$ cat src/rtl/peregrine_pif_reg_slice.sv
// -----------------------------------------------------------------------------
// peregrine_pif_reg_slice
//
// Purpose: fully registered PIF pipeline stage. The request channel (master ->
// slave) and the response channel (slave -> master) are independent 2-entry
// skid slices: an output register plus a skid register. Valid, payload and
// ready are all driven straight from flops, so no input reaches any output
// through combinational logic. Sustains one beat per cycle per channel when
// the far side is continuously ready; latency is one cycle through an empty
// slice. Beats are never inspected, decoded or reordered.
//
// Optional feature macro: PEREGRINE_PIF_SLICE_ROUTE_ID_EN
//   When defined, adds RID_W-bit route-ID ports on both channels, carried in
//   the same registers as the payload. When undefined, those ports and their
//   storage do not exist.
//
// Ports:
//   CLK, Reset                   clock, synchronous active-high reset
//   POReqValid_M / PIReqRdy_M    request handshake, master side (in / out)
//   POReqCntl_M .. Priority_M    request payload from master (in)
//   POReqValid_S / PIReqRdy_S    request handshake, slave side (out / in)
//   POReqCntl_S .. Priority_S    request payload to slave (out)
//   PIRespValid_S / PORespRdy_S  response handshake, slave side (in / out)
//   PIRespCntl_S .. Priority_S   response payload from slave (in)
//   PIRespValid_M / PORespRdy_M  response handshake, master side (out / in)
//   PIRespCntl_M .. Priority_M   response payload to master (out)
// -----------------------------------------------------------------------------

// One channel: EMPTY / ONE / FULL skid slice with registered ready and valid.
module peregrine_pif_slice_chan #(
  parameter int W = 8
) (
  input  logic         clk_i,
  input  logic         rst_i,
  input  logic         in_valid_i,
  output logic         in_ready_o,
  input  logic [W-1:0] in_data_i,
  output logic         out_valid_o,
  input  logic         out_ready_i,
  output logic [W-1:0] out_data_o
);

  typedef enum logic [1:0] {
    ST_EMPTY = 2'd0,
    ST_ONE   = 2'd1,
    ST_FULL  = 2'd2
  } state_e;

  state_e         state_q;
  logic           in_ready_q;
  logic           out_valid_q;
  logic [W-1:0]   out_data_q;
  logic [W-1:0]   skid_q;

  // Handshakes are qualified by our own registered ready/valid only.
  logic accept;
  logic drain;
  assign accept = in_valid_i & in_ready_q;
  assign drain  = out_valid_q & out_ready_i;

  always_ff @(posedge clk_i) begin
    if (rst_i) begin
      state_q     <= ST_EMPTY;
      in_ready_q  <= 1'b0;
      out_valid_q <= 1'b0;
      out_data_q  <= '0;
      skid_q      <= '0;
    end else begin
      unique case (state_q)
        ST_EMPTY: begin
          // Ready rises on the first clock after reset releases.
          in_ready_q <= 1'b1;
          if (accept) begin
            out_data_q  <= in_data_i;
            out_valid_q <= 1'b1;
            state_q     <= ST_ONE;
          end
        end
        ST_ONE: begin
          unique case ({accept, drain})
            2'b10: begin
              // Far side stalled: park the new beat in the skid register
              // and stop accepting until the output register drains.
              skid_q     <= in_data_i;
              in_ready_q <= 1'b0;
              state_q    <= ST_FULL;
            end
            2'b11: out_data_q <= in_data_i;
            2'b01: begin
              out_valid_q <= 1'b0;
              state_q     <= ST_EMPTY;
            end
            default: ;
          endcase
        end
        ST_FULL: begin
          // Ready is low here, so no accept can coincide with the drain.
          if (drain) begin
            out_data_q <= skid_q;
            in_ready_q <= 1'b1;
            state_q    <= ST_ONE;
          end
        end
        default: begin
          state_q     <= ST_EMPTY;
          in_ready_q  <= 1'b0;
          out_valid_q <= 1'b0;
        end
      endcase
    end
  end

  assign in_ready_o  = in_ready_q;
  assign out_valid_o = out_valid_q;
  assign out_data_o  = out_data_q;

endmodule

module peregrine_pif_reg_slice #(
  parameter int RID_W = 4
) (
  input  logic             CLK,
  input  logic             Reset,
  // Request channel, master side
  input  logic             POReqValid_M,
  output logic             PIReqRdy_M,
  input  logic [7:0]       POReqCntl_M,
  input  logic [31:0]      POReqAdrs_M,
  input  logic [31:0]      POReqData_M,
  input  logic [3:0]       POReqDataBE_M,
  input  logic [5:0]       POReqId_M,
  input  logic [1:0]       POReqPriority_M,
  // Request channel, slave side
  output logic             POReqValid_S,
  input  logic             PIReqRdy_S,
  output logic [7:0]       POReqCntl_S,
  output logic [31:0]      POReqAdrs_S,
  output logic [31:0]      POReqData_S,
  output logic [3:0]       POReqDataBE_S,
  output logic [5:0]       POReqId_S,
  output logic [1:0]       POReqPriority_S,
`ifdef PEREGRINE_PIF_SLICE_ROUTE_ID_EN
  input  logic [RID_W-1:0] POReqRouteId_M,
  output logic [RID_W-1:0] POReqRouteId_S,
  input  logic [RID_W-1:0] PIRespRouteId_S,
  output logic [RID_W-1:0] PIRespRouteId_M,
`endif
  // Response channel, slave side
  input  logic             PIRespValid_S,
  output logic             PORespRdy_S,
  input  logic [7:0]       PIRespCntl_S,
  input  logic [31:0]      PIRespData_S,
  input  logic [5:0]       PIRespId_S,
  input  logic [1:0]       PIRespPriority_S,
  // Response channel, master side
  output logic             PIRespValid_M,
  input  logic             PORespRdy_M,
  output logic [7:0]       PIRespCntl_M,
  output logic [31:0]      PIRespData_M,
  output logic [5:0]       PIRespId_M,
  output logic [1:0]       PIRespPriority_M
);

  // Route-ID width is part of the interface contract even when unused.
  if (RID_W < 1) begin : g_rid_w_check
    $error("RID_W must be at least 1");
  end

`ifdef PEREGRINE_PIF_SLICE_ROUTE_ID_EN
  localparam int REQ_W  = 84 + RID_W;
  localparam int RESP_W = 48 + RID_W;
`else
  localparam int REQ_W  = 84;
  localparam int RESP_W = 48;
`endif

  logic [REQ_W-1:0]  req_in;
  logic [REQ_W-1:0]  req_out;
  logic [RESP_W-1:0] resp_in;
  logic [RESP_W-1:0] resp_out;

  // Fields are packed as opaque bits; the slice never looks inside them.
`ifdef PEREGRINE_PIF_SLICE_ROUTE_ID_EN
  assign req_in = {POReqCntl_M, POReqAdrs_M, POReqData_M, POReqDataBE_M,
                   POReqId_M, POReqPriority_M, POReqRouteId_M};
  assign {POReqCntl_S, POReqAdrs_S, POReqData_S, POReqDataBE_S,
          POReqId_S, POReqPriority_S, POReqRouteId_S} = req_out;
  assign resp_in = {PIRespCntl_S, PIRespData_S, PIRespId_S,
                    PIRespPriority_S, PIRespRouteId_S};
  assign {PIRespCntl_M, PIRespData_M, PIRespId_M,
          PIRespPriority_M, PIRespRouteId_M} = resp_out;
`else
  assign req_in = {POReqCntl_M, POReqAdrs_M, POReqData_M, POReqDataBE_M,
                   POReqId_M, POReqPriority_M};
  assign {POReqCntl_S, POReqAdrs_S, POReqData_S, POReqDataBE_S,
          POReqId_S, POReqPriority_S} = req_out;
  assign resp_in = {PIRespCntl_S, PIRespData_S, PIRespId_S, PIRespPriority_S};
  assign {PIRespCntl_M, PIRespData_M, PIRespId_M, PIRespPriority_M} = resp_out;
`endif

  peregrine_pif_slice_chan #(.W(REQ_W)) u_req (
    .clk_i       (CLK),
    .rst_i       (Reset),
    .in_valid_i  (POReqValid_M),
    .in_ready_o  (PIReqRdy_M),
    .in_data_i   (req_in),
    .out_valid_o (POReqValid_S),
    .out_ready_i (PIReqRdy_S),
    .out_data_o  (req_out)
  );

  peregrine_pif_slice_chan #(.W(RESP_W)) u_resp (
    .clk_i       (CLK),
    .rst_i       (Reset),
    .in_valid_i  (PIRespValid_S),
    .in_ready_o  (PORespRdy_S),
    .in_data_i   (resp_in),
    .out_valid_o (PIRespValid_M),
    .out_ready_i (PORespRdy_M),
    .out_data_o  (resp_out)
  );

endmodule

$ cat config.mk
export PLATFORM = sky130hd
export DESIGN_NAME = peregrine_pif_reg_slice
export DESIGN_NICKNAME = d
export VERILOG_FILES = /design/src/rtl/peregrine_pif_reg_slice.sv
export SDC_FILE = /design/constraint.sdc
export NUM_CORES = 1
export LEC_CHECK = 0
export CORE_UTILIZATION = 40
export CTS_BUF_LIST = sky130_fd_sc_hd__clkbuf_8
export DETAILED_ROUTE_END_ITERATION = 7
export GPL_ROUTABILITY_DRIVEN = 0
export PLACE_DENSITY_LB_ADDON = 0.12
export SYNTH_ARGS = -nofsm -noshare
export SYNTH_HDL_FRONTEND = slang
export SYNTH_SLANG_ARGS = --single-unit
$ cat constraint.sdc
create_clock -name CLK -period 3 [get_ports CLK]
set_input_delay 0.3 -clock CLK [delete_from_list [all_inputs] [get_ports CLK]]
set_output_delay 0.3 -clock CLK [all_outputs]
set_load 0.02 [all_outputs]
==> impl_metrics.csv <==
group,metric,value,unit
sta,setup_tns,0,ns
worst_setup_path,rr_startpoint,"u_req.state_q[1]$_SDFFE_PP0P_",
synthesis,synth_seq_cells,272,
routing,drt-vias-per-instance,5.739,
die,die_x,175.7,um
worst_setup_path,crit_required,2.70,ns
worst_setup_path,path_cells,"clkdlybuf4s50_1",
finish,drive_gt1_frac,0.1133,
worst_setup_path,path_delay_family,"buffers and inverters",
worst_setup_path,crit_path_start_kind,"flop",
global_route,grt_pass1_wl,56.18,mm
power,p_switching,2.708,mW
worst_setup_path,cp_max_fo,7,
sta,fin_crit_sh,0.6803,
finish,nets,1606,
clock_tree,cts_max_level,2,
global_route,gr-usage-met3,0.05779,
finish,seq_area,5445,um2
routing,ant_nets,0,
sta,max_clock_freq,490.0,MHz
sta,worst_slew_pin_slew,0.8275,ns
die,core_area,29640,um2
placed_design,hpwl,20.23,mm
synthesis,synth_nets,1413,
routing,first_iter_violations,912,
global_route,gr-usage-met2,0.3399,
die,die_h,175.7,um
power,p_leak,6.077,nW
synthesis,synth_seq_area_share,0.4511,
global_route,grt_pass1_vias,10210,
die,rows,63,
die,dieArea,30870,um2
sta,finalClockSkew,0.02177,ns
power,p_sw_frac,0.2910,
sta,hold_viol_final,0,
global_route,track_usage,0.2223,
finish,fillers,2668,
sta,rsz0062_at_grt,"no",
synthesis,yosys_warnings,0,
worst_hold_path,holdCritStartpoint,"Reset",
synthesis,synth.distinct_cells,33,
die,initial_utilization,0.4073,
status,status,"finished, final reports clean",
clock_tree,cts_resized,0,
clock_tree,cts_tree,"yes",
global_route,overflow,0,
synthesis,yosysTopAreaCellShare,0.4511,
synthesis,yosysTopAreaCell,"dfxtp_1",
worst_setup_path,cp_data_arrival_time,1.74,ns
clock_tree,insertion_delay,0.56,ns
finish,multi_input_area,5926,um2
clock_tree,postCtsSetupRepairBufs,0,
synthesis,syn_avg_cell_area,9.467,um2
worst_setup_path,cp.buffers_inverters,1,
synthesis,syn_inst,1275,
clock_tree,postCtsHoldBufs,0,
job,maxCapViolCount,0,
global_route,grt_max_degree,170,
finish,synthToLayoutAreaGrowth,32.70,%
routing,wl,35.81,mm
finish,n_antenna_cell,0,
sta,slew_headroom,0.4484,
routing,wl_per_cell,18.95,um
sta,fin_crit,2.041,ns
clock_tree,clk_pin_slew_worst_paths,0.06,ns
routing,vias,10850,
worst_setup_path,critPathLaunch,"u_resp.out_valid_o$_SDFFE_PP0P_",
global_route,antenna_found_initial,0,
sta,setup_viol,0,
power,p_clk_frac,0.369,
worst_hold_path,min_path_type,"input pin to flop",
worst_setup_path,crit_slowest_cell,"clkdlybuf4s50_1",
clock_tree,clockBufferDepth,3,
worst_setup_path,worstSetupEndpointType,"primary output",
worst_setup_path,slowest_delay,0.72,ns
placed_design,portBuffers,273,
synthesis,ys_top_cells_by_area,"dfxtp_1, a211oi_1, mux2i_1",
power,finalPower,9.305,mW
power,peakVddDrop,324.4,uV
sta,slew_violations,0,
global_route,grt_util_met1,0.3046,
power,power_frac_seq,0.427,
clock_tree,numCtsBuffers,48,
power,power.internal,6.597,mW
synthesis,synth_area,12070,um2
routing,drcViolationCount,0,
clock_tree,clock-sinks,272,
finish,final_cell_mix,"clkdlybuf4s50_1, dfxtp_1, a211oi_1, a21oi_1",
clock_tree,root_buffer,"clkbuf_8",
power,power_frac_comb,0.204,
die,io_pins,274,
worst_setup_path,crit_type,"flop to primary output",
routing,drt_pass1_iterations,5,
global_route,top_usage_layer,"met2",
power,powerDensity,580.9,nW/um2
[sequential cells by signal (all words and copies together), names as in the netlist]
| name | flops |
|---|---|
| u_req.out_data_o | 84 |
| u_req.skid_q | 84 |
| u_resp.skid_q | 48 |
| u_resp.in_ready_o | 1 |
| u_resp.out_data_o | 48 |
| u_req.in_ready_o | 1 |
| u_req.out_valid_o | 1 |
| u_resp.state_q | 2 |
| u_resp.out_valid_o | 1 |
| u_req.state_q | 2 |
[Yosys cell counts (all sizes together)]
cell type and count:
a21o 2, dfxtp 272, nand2 2, a211o 2, a21boi 4, buf 58, mux2i 132, nor4 2
a221oi 2, nand2b 2, nand3 132, clkbuf 105, nor3 2, a2bb2oi 1, o22ai 1, and2 2
and3b 2, a21oi 134, o21ai 138, nor2 1, and4b 2, nand3b 2, a21bo 2, inv 6
nor3b 2, a211oi 264, nor2b 1
[power by group through the flow]
stage / Combinational, mW / Clock, mW / Sequential (mW)
final: 1.90 / 3.43 / 3.97
after global routing: 2.03 / 3.69 / 3.99
after floorplan: 0.877 / 0 / 4.23
after CTS: 1.90 / 3.52 / 3.97
after detailed placement: 1.89 / 0 / 4.05
after global placement: 1.89 / 0 / 4.04
[layer usage]
metal | routed length (um) | part of all wire | vias up
li1 | - | - | 5211
met2 | 16180 | 0.45 | 336
met5 | 0 | 0 | -
met4 | 721 | 0.020 | 0
met1 | 16270 | 0.45 | 5243
met3 | 2639 | 0.074 | 56
[per-stage QoR]
stage / worst slack, ns / util / hold WS (ns) / cell area (um2) / instances
2_1_floorplan: 1.372 / - / 0.4477 / 12070 / 1275
3_3_place_gp: 0.7226 / 0.5079 / 0.4585 / 15050 / 1808
3_5_place_dp: 0.7039 / 0.5079 / 0.4654 / 15050 / 1808
4_1_cts: 0.9096 / 0.5404 / 0.1716 / 16020 / 1890
5_1_grt: 0.8802 / 0.5404 / 0.2118 / 16020 / 1890
6_report: 0.9592 / 0.5404 / 0.2030 / 16020 / 1890
[cells by family after synthesis]
group           count (synthesis)  synth area share
flops                         272            0.4511
simple gates                  152           0.06572
buf+inv                       169           0.06230
mux                           132            0.1095
compound gates                550            0.3114
[final cells by class]
cell class              instances  share of cell area
clock buffers                  62             0.05327
clock inverters                20            0.006874
well taps                     390             0.03046
inverters                       6            0.001406
flip-flops and latches        272              0.3399
multi-input cells             834              0.3699
repair buffers                306              0.1981
[path summary, 6_finish.rpt]
kind                                       end  cells past startpoint  slack (ns)
max                              PIRespValid_M                      1        0.96
min             u_resp.state_q[1]$_SDFFE_PP0P_                      2        0.20
max reg2reg  u_req.out_data_o[68]$_SDFFE_PP0P_                      4        0.98
min reg2reg       u_req.skid_q[4]$_SDFFE_PP0P_                      2        0.47
Note: power is estimated with default switching activity, not from simulation.
